File: config.mk
export PLATFORM = sky130hd
export DESIGN_NAME = traffic_phase_sequencer
export DESIGN_NICKNAME = d
export VERILOG_FILES = /design/src/rtl/traffic_phase_sequencer.sv
export SDC_FILE = /design/constraint.sdc
export NUM_CORES = 1
export LEC_CHECK = 0
export ABC_AREA = 1
export CORE_AREA = 5 5 87 89
export DETAILED_ROUTE_END_ITERATION = 7
export DIE_AREA = 0 0 92 94
export PLACE_DENSITY = 0.65
export SYNTH_ARGS = -nofsm -noshare
export SYNTH_HDL_FRONTEND = slang
export SYNTH_SLANG_ARGS = --single-unit
File: constraint.sdc
create_clock -name clk_i -period 4 [get_ports clk_i]
set_clock_uncertainty 0.2 [all_clocks]
set_input_delay 0.4 -clock clk_i [delete_from_list [all_inputs] [get_ports clk_i]]
set_output_delay 0.4 -clock clk_i [all_outputs]
set_load 0.05 [all_outputs]
File: src/rtl/traffic_phase_sequencer.sv
`default_nettype none
// ============================================================================
// Module   : traffic_phase_sequencer
// Purpose  : Eight-phase intersection controller. Steps N/S green, E/W green
//            and pedestrian walk through yellow and all-red clearances. Each
//            phase dwells for a parameterised number of prescaled ticks. N/S
//            green rests after its minimum time until a latched side-road or
//            pedestrian request exists.
// Ports    : clk_i           system clock, rising edge
//            reset_i         synchronous active-high reset
//            ped_req_i       pedestrian button (level or pulse)
//            ew_car_i        side-road vehicle sensor (level or pulse)
//            hold_i          freeze timers and transitions while high
//            phase_o[2:0]    current phase index, to the 3-to-8 decoder
//            phase_start_o   first cycle of each newly entered phase
//            ped_ack_o       first cycle of PED_WALK
//            remaining_o[7:0] ticks left in the current phase
// Revision : 1.0  initial release
// ============================================================================
module traffic_phase_sequencer #(
  parameter int unsigned TICK_DIV = 100_000_000,
  parameter int unsigned T_GREEN  = 6,
  parameter int unsigned T_YELLOW = 2,
  parameter int unsigned T_ALLRED = 1,
  parameter int unsigned T_WALK   = 4
) (
  input  logic       clk_i,
  input  logic       reset_i,
  input  logic       ped_req_i,
  input  logic       ew_car_i,
  input  logic       hold_i,
  output logic [2:0] phase_o,
  output logic       phase_start_o,
  output logic       ped_ack_o,
  output logic [7:0] remaining_o
);

  // A one-bit prescaler still works for TICK_DIV=1: it stays at 0 and every
  // cycle is a tick.
  localparam int unsigned   PW        = (TICK_DIV > 1) ? $clog2(TICK_DIV) : 1;
  localparam logic [PW-1:0] TICK_LAST = PW'(TICK_DIV - 1);

  typedef enum logic [2:0] {
    NS_GREEN  = 3'd0,
    NS_YELLOW = 3'd1,
    ALLRED_A  = 3'd2,
    EW_GREEN  = 3'd3,
    EW_YELLOW = 3'd4,
    ALLRED_B  = 3'd5,
    PED_WALK  = 3'd6,
    ALLRED_C  = 3'd7
  } phase_e;

  function automatic logic [7:0] dur(input phase_e p);
    logic [7:0] d;
    case (p)
      NS_GREEN, EW_GREEN:  d = 8'(T_GREEN);
      NS_YELLOW, EW_YELLOW: d = 8'(T_YELLOW);
      PED_WALK:            d = 8'(T_WALK);
      default:             d = 8'(T_ALLRED);
    endcase
    return d;
  endfunction

  // Successor of a phase; the two branch points look at the latched demand.
  function automatic phase_e succ(input phase_e p, input logic car, input logic ped);
    phase_e n;
    case (p)
      NS_GREEN:  n = NS_YELLOW;
      NS_YELLOW: n = ALLRED_A;
      ALLRED_A:  n = car ? EW_GREEN : PED_WALK;
      EW_GREEN:  n = EW_YELLOW;
      EW_YELLOW: n = ALLRED_B;
      ALLRED_B:  n = ped ? PED_WALK : NS_GREEN;
      PED_WALK:  n = ALLRED_C;
      default:   n = NS_GREEN;
    endcase
    return n;
  endfunction

  phase_e        state_q, state_d;
  logic [PW-1:0] presc_q, presc_d;
  logic [7:0]    rem_q, rem_d;
  logic          car_pend_q, car_pend_d;
  logic          ped_pend_q, ped_pend_d;
  logic          phase_start_q, phase_start_d;
  logic          ped_ack_q, ped_ack_d;

  logic   tick;
  logic   enter;
  phase_e nxt;

  assign tick = (presc_q == TICK_LAST);
  assign nxt  = succ(state_q, car_pend_q, ped_pend_q);

  always_comb begin
    enter   = 1'b0;
    state_d = state_q;
    rem_d   = rem_q;
    presc_d = presc_q;

    if (!hold_i) begin
      presc_d = tick ? '0 : presc_q + 1'b1;
      if (state_q == NS_GREEN) begin
        if (rem_q == 8'd0) begin
          // Resting: leave as soon as any demand is latched, not tick-aligned.
          enter = car_pend_q | ped_pend_q;
        end else if (tick) begin
          if (rem_q == 8'd1) begin
            enter = car_pend_q | ped_pend_q;
            if (!enter) begin
              rem_d = 8'd0;
            end
          end else begin
            rem_d = rem_q - 8'd1;
          end
        end
      end else if (tick) begin
        if (rem_q == 8'd1) begin
          enter = 1'b1;
        end else if (rem_q != 8'd0) begin
          rem_d = rem_q - 8'd1;
        end
      end

      if (enter) begin
        state_d = nxt;
        rem_d   = dur(nxt);
        presc_d = '0;
      end
    end

    // Clearing on entry beats a simultaneous set; a held level re-sets it
    // on the following edge.
    car_pend_d    = (car_pend_q | ew_car_i)  & ~(enter && (nxt == EW_GREEN));
    ped_pend_d    = (ped_pend_q | ped_req_i) & ~(enter && (nxt == PED_WALK));
    phase_start_d = enter;
    ped_ack_d     = enter && (nxt == PED_WALK);
  end

  always_ff @(posedge clk_i) begin
    if (reset_i) begin
      state_q       <= NS_GREEN;
      presc_q       <= '0;
      rem_q         <= 8'(T_GREEN);
      car_pend_q    <= 1'b0;
      ped_pend_q    <= 1'b0;
      phase_start_q <= 1'b0;
      ped_ack_q     <= 1'b0;
    end else begin
      state_q       <= state_d;
      presc_q       <= presc_d;
      rem_q         <= rem_d;
      car_pend_q    <= car_pend_d;
      ped_pend_q    <= ped_pend_d;
      phase_start_q <= phase_start_d;
      ped_ack_q     <= ped_ack_d;
    end
  end

  assign phase_o       = state_q;
  assign phase_start_o = phase_start_q;
  assign ped_ack_o     = ped_ack_q;
  assign remaining_o   = rem_q;

endmodule
`default_nettype wire

# Yosys cells after proc, flatten, opt, wreduce, memory -nomap -nowiden

Index checks and enable logic that the tools add are counted.

Flip-flop bits (word level): 42
Input port bits: 5

Add/sub/neg operators: 2
Equality and inequality tests: 15
Mux-type cells: 23
Bitwise operators: 8
Reduce and logical (&&, ||, !) cells: 13

Operators by type and width:

| kind                  | count |
|---|---|
| $mux 8                | 9 |
| $mux 27               | 2 |
| $add 27x1->27 const B | 1 |
| $eq 27x27->1 const B  | 1 |
| $pmux 3 s7            | 1 |
| $eq 3x3->1 const B    | 5 |
| $eq 3x2->1 const B    | 3 |
| $pmux 3 s3            | 1 |
| $reduce_bool 3->1     | 3 |
| $eq 8x1->1 const B    | 1 |
| $logic_not 8->1       | 1 |
| $mux 1                | 8 |
| $reduce_bool 8->1     | 1 |
| $sub 8x1->8 const B   | 1 |
| $reduce_and 7->1      | 1 |
| $eq 3x1->1 const B    | 2 |
| $logic_not 3->1       | 2 |
| $mux 3                | 2 |
| $ne 3x2->1 const B    | 2 |
| $ne 4x3->1 const B    | 1 |
| $reduce_or 2->1       | 2 |
| $not 1->1             | 3 |
| $or 1x1->1            | 3 |
| $and 1x1->1           | 2 |
| 2 further kinds       | 3 |

# Logic depth before layout (Yosys ltp)

Gate-level depths: netlist of the first run.

Depth in word-level cells: 10
Gate-level depth with buffers: 14
Mapped depth without buffers: 14

# Least setup slack after synthesis of the first run

Ideal clock, no wire load.

Path kind: register to register
Start: register rem_q[0] (netlist: remaining_o[0])
End: register presc_q[25]
Library setup time: 0.071 ns
Data arrival time: 2.028 ns
Slack: 1.702 ns
Cell stages (with the launch flop): 13
Clock period less this slack: 2.298 ns
Cells stage by stage: dfxtp_1 inv_1 ha_1 nand2_1 nor2_1 nand2_1 nand2_2 nand2_4 nand3_4 inv_4 buf_6 nand2_1 a21oi_1

Cells in the longest elaborated chain, start to end: 7
Elaborated cells between the ends (all ways): 10

RTL lines:

| element                | line     | source |
|---|---|---|
| start, declared        | 83       | `logic [7:0] rem_q, rem_d;` |
| start signal, assigned | 145      | `rem_q <= 8'(T_GREEN);` |
| start signal, assigned | 153      | `rem_q <= rem_d;` |
| $eq 8x1->1             | 109, 119 |  |
| $mux 1                 | 109      | `if (rem_q == 8'd1) begin` |
| $mux 1                 | 108      | `end else if (tick) begin` |
| $mux 1                 | 105      | `if (rem_q == 8'd0) begin` |
| $mux 1 *               | 104      | `if (state_q == NS_GREEN) begin` |
| $mux 1 *               | 102      | `if (!hold_i) begin` |
| $mux 27 *              | 126      | `if (enter) begin` |
| end signal, assigned   | 152      | `presc_q <= presc_d;` |
| end, declared          | 82       | `logic [PW-1:0] presc_q, presc_d;` |

Every way passes the cells marked *; elsewhere a longest branch is shown, timed or not. The select of a mux whose other input is x is not followed.
A chain may end at the register's enable or synchronous reset.

# Worst setup path after layout of the first run

Start: register presc_q[0]
End: register rem_q[4] (netlist: remaining_o[4])

Cells in the longest elaborated chain, start to end: 7
Elaborated cells between the ends (all ways): 14

RTL lines:

| element                                             | line | source |
|---|---|---|
| $eq 27x27->1 *                                      | 93   | `assign tick = (presc_q == TICK_LAST);` |
| $mux 1                                              | 108  |  |
| $mux 1                                              | 105  |  |
| $mux 1                                              | 104  |  |
| $mux 1                                              | 102  |  |
| $ne 4x3->1 (no source line) (tied with other cells) | n/a  |  |
| $reduce_and 7->1 (no source line)                   | n/a  |  |

Marked as above.

==> flow_summary.toml, run 1 <==
[synth]
muxShareOfSynthArea_pct = 0
ys.flop_type = "dfxtp_1"
synth_top_area_cell = "dfxtp_1"
syn_inst = 382
synth_top_cell_area_share_pct = 32.0
ys_ff_latch = 42
yosysUniqueCellTypes = 36
synth_edf_count = 0
synthAdderAreaFrac_pct = 1.91
avgSynthCellArea_um2 = 6.87
synth-compound-area-share_pct = 15.7
synth_fp_nets = 391
yosysMostFrequentCell = "nand2_1"
netlist_area_um2 = 2620
synthSimpleGateAreaFrac_pct = 35.9
yosys-top-cells-count = "nand2_1, nor2_1, dfxtp_1, inv_1, a21oi_1"
synth_top_family_by_area = "simple AND/OR/NAND/NOR gates"
netlist_top_cells_area = "dfxtp_1, nand2_1, nor2_1"
synthArstFlopShare_pct = 0
synth_xor_xnor_area_share_pct = 7.34
synth_seq_area_share_pct = 32.0
yosys_warnings = 0

[clock_tree]
cts_tree = "yes"
post_cts_buffers = 0
cts_buffers = 5
worst_skew_pair.late_latency_ns = 0.29
cts_hold_buffers = 0
cts_sinks = 42
path_clk_slew_ns = 0.08
ctsResizeCount = 0
cts.htree.levels = 2
cts_root_buf = "clkbuf_8"
cts.path.max_buffers = 2

[floorplanning]
die_area_um2 = 8650
rows = 30
dieWidth_um = 92
start_util_pct = 39.3
ioPinCount = 18
core_area_um2 = 6680
die_h_um = 94

[route]
viasPerCell = 5.06
dr.pass1.iters = 4
wirelength_um = 5840
vias = 2435
dr.first_iter.drc_count = 144
drc = 0
antenna_left = 0
wl_per_cell_um = 12.1

[timing]
relSlewSlack_pct = 66.5
setup_violations = 0
worst_slew_pin_slew_ns = 0.501
finalHoldViolations = 0
max_freq_mhz = 449
finalMaxSlewViolations = 0
min_period_ns = 2.23
whs_ns = 0.291
setup_tns_ns = 0
period_share_pct = 55.6
grt_setup_unrepaired = "false"

[worst_setup_path]
required_ns = 3.97
cp-start-kind = "register"
cp_slowest_stage_delay_ns = 0.37
reg2regPathDepth = 12
worstPathCellList = "ha_1 > nand2_1 > nor2_2 > nand2_4 > nor2_4 > nand3_2 > nand2_2 > nand2_4 > nand2_1 > nand3_1 > o21ai_1 > a21oi_1"
cp.arrival_ns = 2.20
cp-end-kind = "register"
r2r-end = "remaining_o[4]$_SDFFE_PP0P_"
r2r_slack_ns = 1.77
critPathMaxFanout = 7
worstSetupPathType = "register to register"
timing.rr.start = "presc_q[0]$_SDFFE_PP0N_"
cp_slowest_cell = "dfxtp_1"

[hold_path]
hold_start = "presc_q[25]$_SDFFE_PP0N_"
whs_endpoint = "presc_q[25]$_SDFFE_PP0N_"
holdPathStages = 2
holdCritPathClass = "register to register"

[grt]
grt_use_total_pct = 14.5
gr-total-overflow = 0
first_global_vias = 2330
grt_max_degree = 37
grt_pass1_wl_um = 10400
antenna_found_initial = 0

[placed_design]
gp_congestion = 0.854
postPlaceCellArea_um2 = 2870
hpwl_um = 4360
port_buffers = 17

[run]
drv_cap = 0

[pwr]
p_leak_nw = 1.15
max-vdd-ir-drop_v = 0.000206
p_per_area_nw_per_um2 = 251
finalPower_w = 0.000744

[finish]
drive_above_1_share_pct = 11.5
fin_nets = 409
area.growth.synth_to_final_pct = 12.9
finalInstanceArea_um2 = 2960
diodes = 0

[status]
status = "complete, no violations"
==> placed cells by master, fill, tap and decap left out, types with 2 or more instances in the layout <==
cell,Yosys,routed
nand2_1,80,80
nor2_1,73,73
dfxtp_1,42,42
inv_1,33,33
a21oi_1,27,27
xor2_1,19,19
clkdlybuf4s50_1,0,17
nand3_1,11,11
nand4_1,10,10
a22oi_2,8,8
a22oi_1,8,8
nor2_2,7,7
nor3_1,7,7
clkbuf_8,0,6
nand2_2,5,5
inv_2,5,5
o21ai_0,5,5
ha_1,4,4
nor2_4,3,3
nor4_1,3,3
xnor2_1,3,3
nor3_2,3,3
nand2_4,2,2
a31oi_1,2,2
o21a_1,2,2
o21ai_1,2,2
buf_4,0,2
==> cell families after synthesis <==
group,count (synthesis)
adders and majority gates,4
AOI/OAI and AO/OA,60
buffers and inverters,47
xor gates and xnor gates,22
and+or+nand+nor,207
DFF,42
==> cell type report <==
cell class / count / area [µm²]
multi-input cells: 293 / 1600
inverters: 39 / 149
repair buffers: 19 / 185
fillers: 696 / 3720
clock buffers: 7 / 86.3
well taps: 80 / 100
clock inverters: 1 / 5.00
flip-flops and latches: 42 / 841
==> metrics by stage <==
step                utilization [%]  cells  setup WS (ns)
global route                   44.3    481           1.56
detailed placement             43.0    473           1.80
floorplan                         -    382           1.70
CTS                            44.3    481           1.78
global placement               43.0    473           1.84
finish                         44.3    481           1.77
==> routing by layer <==
metal	vias to the layer above	global-route usage, %	share of wire (%)
met5	-	0	0
met3	8	2.96	4.4
met1	1105	19.2	48
met2	48	23.6	46
li1	1274	-	-
met4	0	4.83	1.2
==> critical path, delay by kind of cell, from the launching register on <==
family                     cells  cell delay (ns)
adders and majority gates      1             0.18
DFF                            1             0.37
AOI/OAI and AO/OA              2             0.28
and+or+nand+nor                9             1.09
==> flip-flops by register name (all words and copies together), names as in the netlist <==
| name | count |
|---|---|
| car_pend_q | 1 |
| ped_ack_o | 1 |
| ped_pend_q | 1 |
| phase_o | 3 |
| phase_start_o | 1 |
| presc_q | 27 |
| remaining_o | 8 |
==> power by group <==
part,total (W),internal [W],switching [W]
logic,0.0000380,0.0000121,0.0000258
clock network,0.000282,0.000139,0.000143
registers,0.000424,0.000421,0.00000299
total,0.000744,0.000572,0.000171
==> worst max path at each step <==
stage          depth (start not counted)                   startpoint                     endpoint
4_1_cts                               12      presc_q[0]$_SDFFE_PP0N_  remaining_o[4]$_SDFFE_PP0P_
5_1_grt                               12      presc_q[0]$_SDFFE_PP0N_  remaining_o[4]$_SDFFE_PP0P_
2_1_floorplan                         12  remaining_o[0]$_SDFFE_PP0P_     presc_q[25]$_SDFFE_PP0N_
3_5_place_dp                          12      presc_q[0]$_SDFFE_PP0N_  remaining_o[4]$_SDFFE_PP0P_
3_3_place_gp                           7                       hold_i  remaining_o[4]$_SDFFE_PP0P_
6_report                              12      presc_q[0]$_SDFFE_PP0N_  remaining_o[4]$_SDFFE_PP0P_
Power figures use the tool's default switching activity.
==> run 2: changes to the inputs <==
- PLACE_DENSITY: 0.65 -> 0.67
- clock period: 4 -> 1.9 ns (I/O delays scaled with it)
==> flow_summary.toml, run 2 (synthesis results as in run 1) <==
[status]
status = "finished with violations"
violations = "negative setup slack"

[timing]
fin_ws_ns = -0.0651
worst_slew_pin_slew_ns = 0.515
max_freq_mhz = 509
whs_ns = 0.317
setup_tns_ns = -0.496
finalHoldViolations = 0
period_share_pct = 103
relSlewSlack_pct = 65.6
min_period_ns = 1.97
setup_violations = 17
finalMaxSlewViolations = 0
grt_setup_unrepaired = "true"

[grt]
grtUsageMet3_pct = 3.85
use_met1_pct = 20.6
use_met2_pct = 29.8
grt_pass1_wl_um = 12000
grt_use_total_pct = 17.1
top_usage_layer = "met2"
gr-total-overflow = 0
antenna_found_initial = 0
first_global_vias = 2658
grt_max_degree = 26

[floorplanning]
die_h_um = 94
dieWidth_um = 92
die_area_um2 = 8650
core_area_um2 = 6680
rows = 30
ioPinCount = 18
start_util_pct = 39.3

[pwr]
p_sw_w = 0.000383
p_seq_share_pct = 57.1
finalPower_w = 0.00156
p_leak_nw = 1.60
max-vdd-ir-drop_v = 0.000365
p_comb_share_pct = 7.0
p_int_w = 0.00118
p_per_area_nw_per_um2 = 420
switching_share_pct = 24.5
clockPowerShare_pct = 35.9

[finish]
final_cells = 552
final_cell_mix = "buf_4, nand2_1, nor2_1"
layout_commonest_cell = "buf_4"
largest_reg_flops = 27
drive_above_1_share_pct = 38.3
fillCellCount = 635
multi_input_area_um2 = 1810
seq_area_um2 = 866
fin_nets = 480
area.growth.synth_to_final_pct = 41.6
finalInstanceArea_um2 = 3720
regMostFlops = "presc_q"
diodes = 0

[route]
drc = 0
viasPerCell = 5.09
wirelength_um = 7100
wl_per_cell_um = 12.9
dr.first_iter.drc_count = 140
vias = 2809
antenna_left = 0
dr.pass1.iters = 4

[clock_tree]
path_clk_slew_ns = 0.08
worst_skew_pair.late_latency_ns = 0.30
cts.path.max_buffers = 2
cts_sinks = 42
cts.htree.levels = 2
cts_hold_buffers = 0
cts_buffers = 5
cts_tree = "yes"
cts_root_buf = "clkbuf_8"

[hold_path]
holdCritPathClass = "register to register"

[worst_setup_path]
cp-start-kind = "register"
cp-end-kind = "register"
required_ns = 1.88
worstSetupPathType = "register to register"
critPathMaxFanout = 3
cp.arrival_ns = 1.94

[placed_design]
gp_congestion = 0.926
port_buffers = 17
postPlaceCellArea_um2 = 3400
hpwl_um = 5290
dp_cells = 538

[run]
drv_cap = 0
## run 2: final cells by class
type	instances	area share (%)
Timing Repair Buffer	90	18.9
Multi-Input combinational cell	293	48.8
Clock buffer	6	1.95
Tap cell	80	2.69
Clock inverter	2	0.236
Sequential cell	42	23.3
Inverter	39	4.14
## run 2: per-stage QoR
step	worst slack [ns]	utilization, %
2_1_floorplan	-0.0491	-
3_3_place_gp	-0.0675	50.9
3_5_place_dp	-0.126	50.9
4_1_cts	-0.0764	53.7
5_1_grt	-0.189	55.6
6_report	-0.0651	55.6
## run 2: power by group through the flow
stage	clock [W]	sequential, W	combinational [W]
after global placement	0	0.000911	0.0000982
after global routing	0.000628	0.000892	0.000117
after detailed placement	0	0.000912	0.000100
after CTS	0.000587	0.000891	0.000105
final	0.000561	0.000891	0.000109
after floorplan	0	0.000911	0.0000627
## run 2: timing repair
action | 4_1_cts | 5_1_grt
endpoints found under the hold margin | 0 | 0
setup buffers | 3 | 3
resized for setup | 22 | 29
cloned | 0 | 0
setup endpoints to repair | 40 | 42
pin swaps | 15 | 17
## run 2: final timing paths
path,startpoint,to,slack [ns],depth (start not counted)
setup / recovery,presc_q[1]$_SDFFE_PP0N_,remaining_o[1]$_SDFFE_PP1P_,-0.07,12
setup reg to reg,presc_q[1]$_SDFFE_PP0N_,remaining_o[1]$_SDFFE_PP1P_,-0.07,12
hold / removal,phase_o[1]$_SDFFE_PP0P_,phase_o[1]$_SDFFE_PP0P_,0.32,2
hold reg to reg,phase_o[1]$_SDFFE_PP0P_,phase_o[1]$_SDFFE_PP0P_,0.32,2
## run 2: worst max-delay path: stages, from the launching register on
cell and delay, ns:
dfxtp_4 0.37, ha_4 0.14, nand2_4 0.06, nor2_4 0.11, nand2_4 0.08, nor2_4 0.10
nand3_2 0.11, buf_4 0.15, buf_4 0.12, a21oi_2 0.12, nand2_2 0.08, nand4_1 0.13
nand3_1 0.08
## run 2: layer usage
layer / vias up / share of wire (%)
li1: 1424 / -
met1: 1304 / 43
met5: - / 0
met4: 0 / 2.4
met3: 15 / 4.4
met2: 66 / 50
==> run 3: changes to the inputs <==
- SLEW_MARGIN: default -> 20
==> results of run 3 <==
No change in the layout: final DEF, timing and power equal those of run 2.
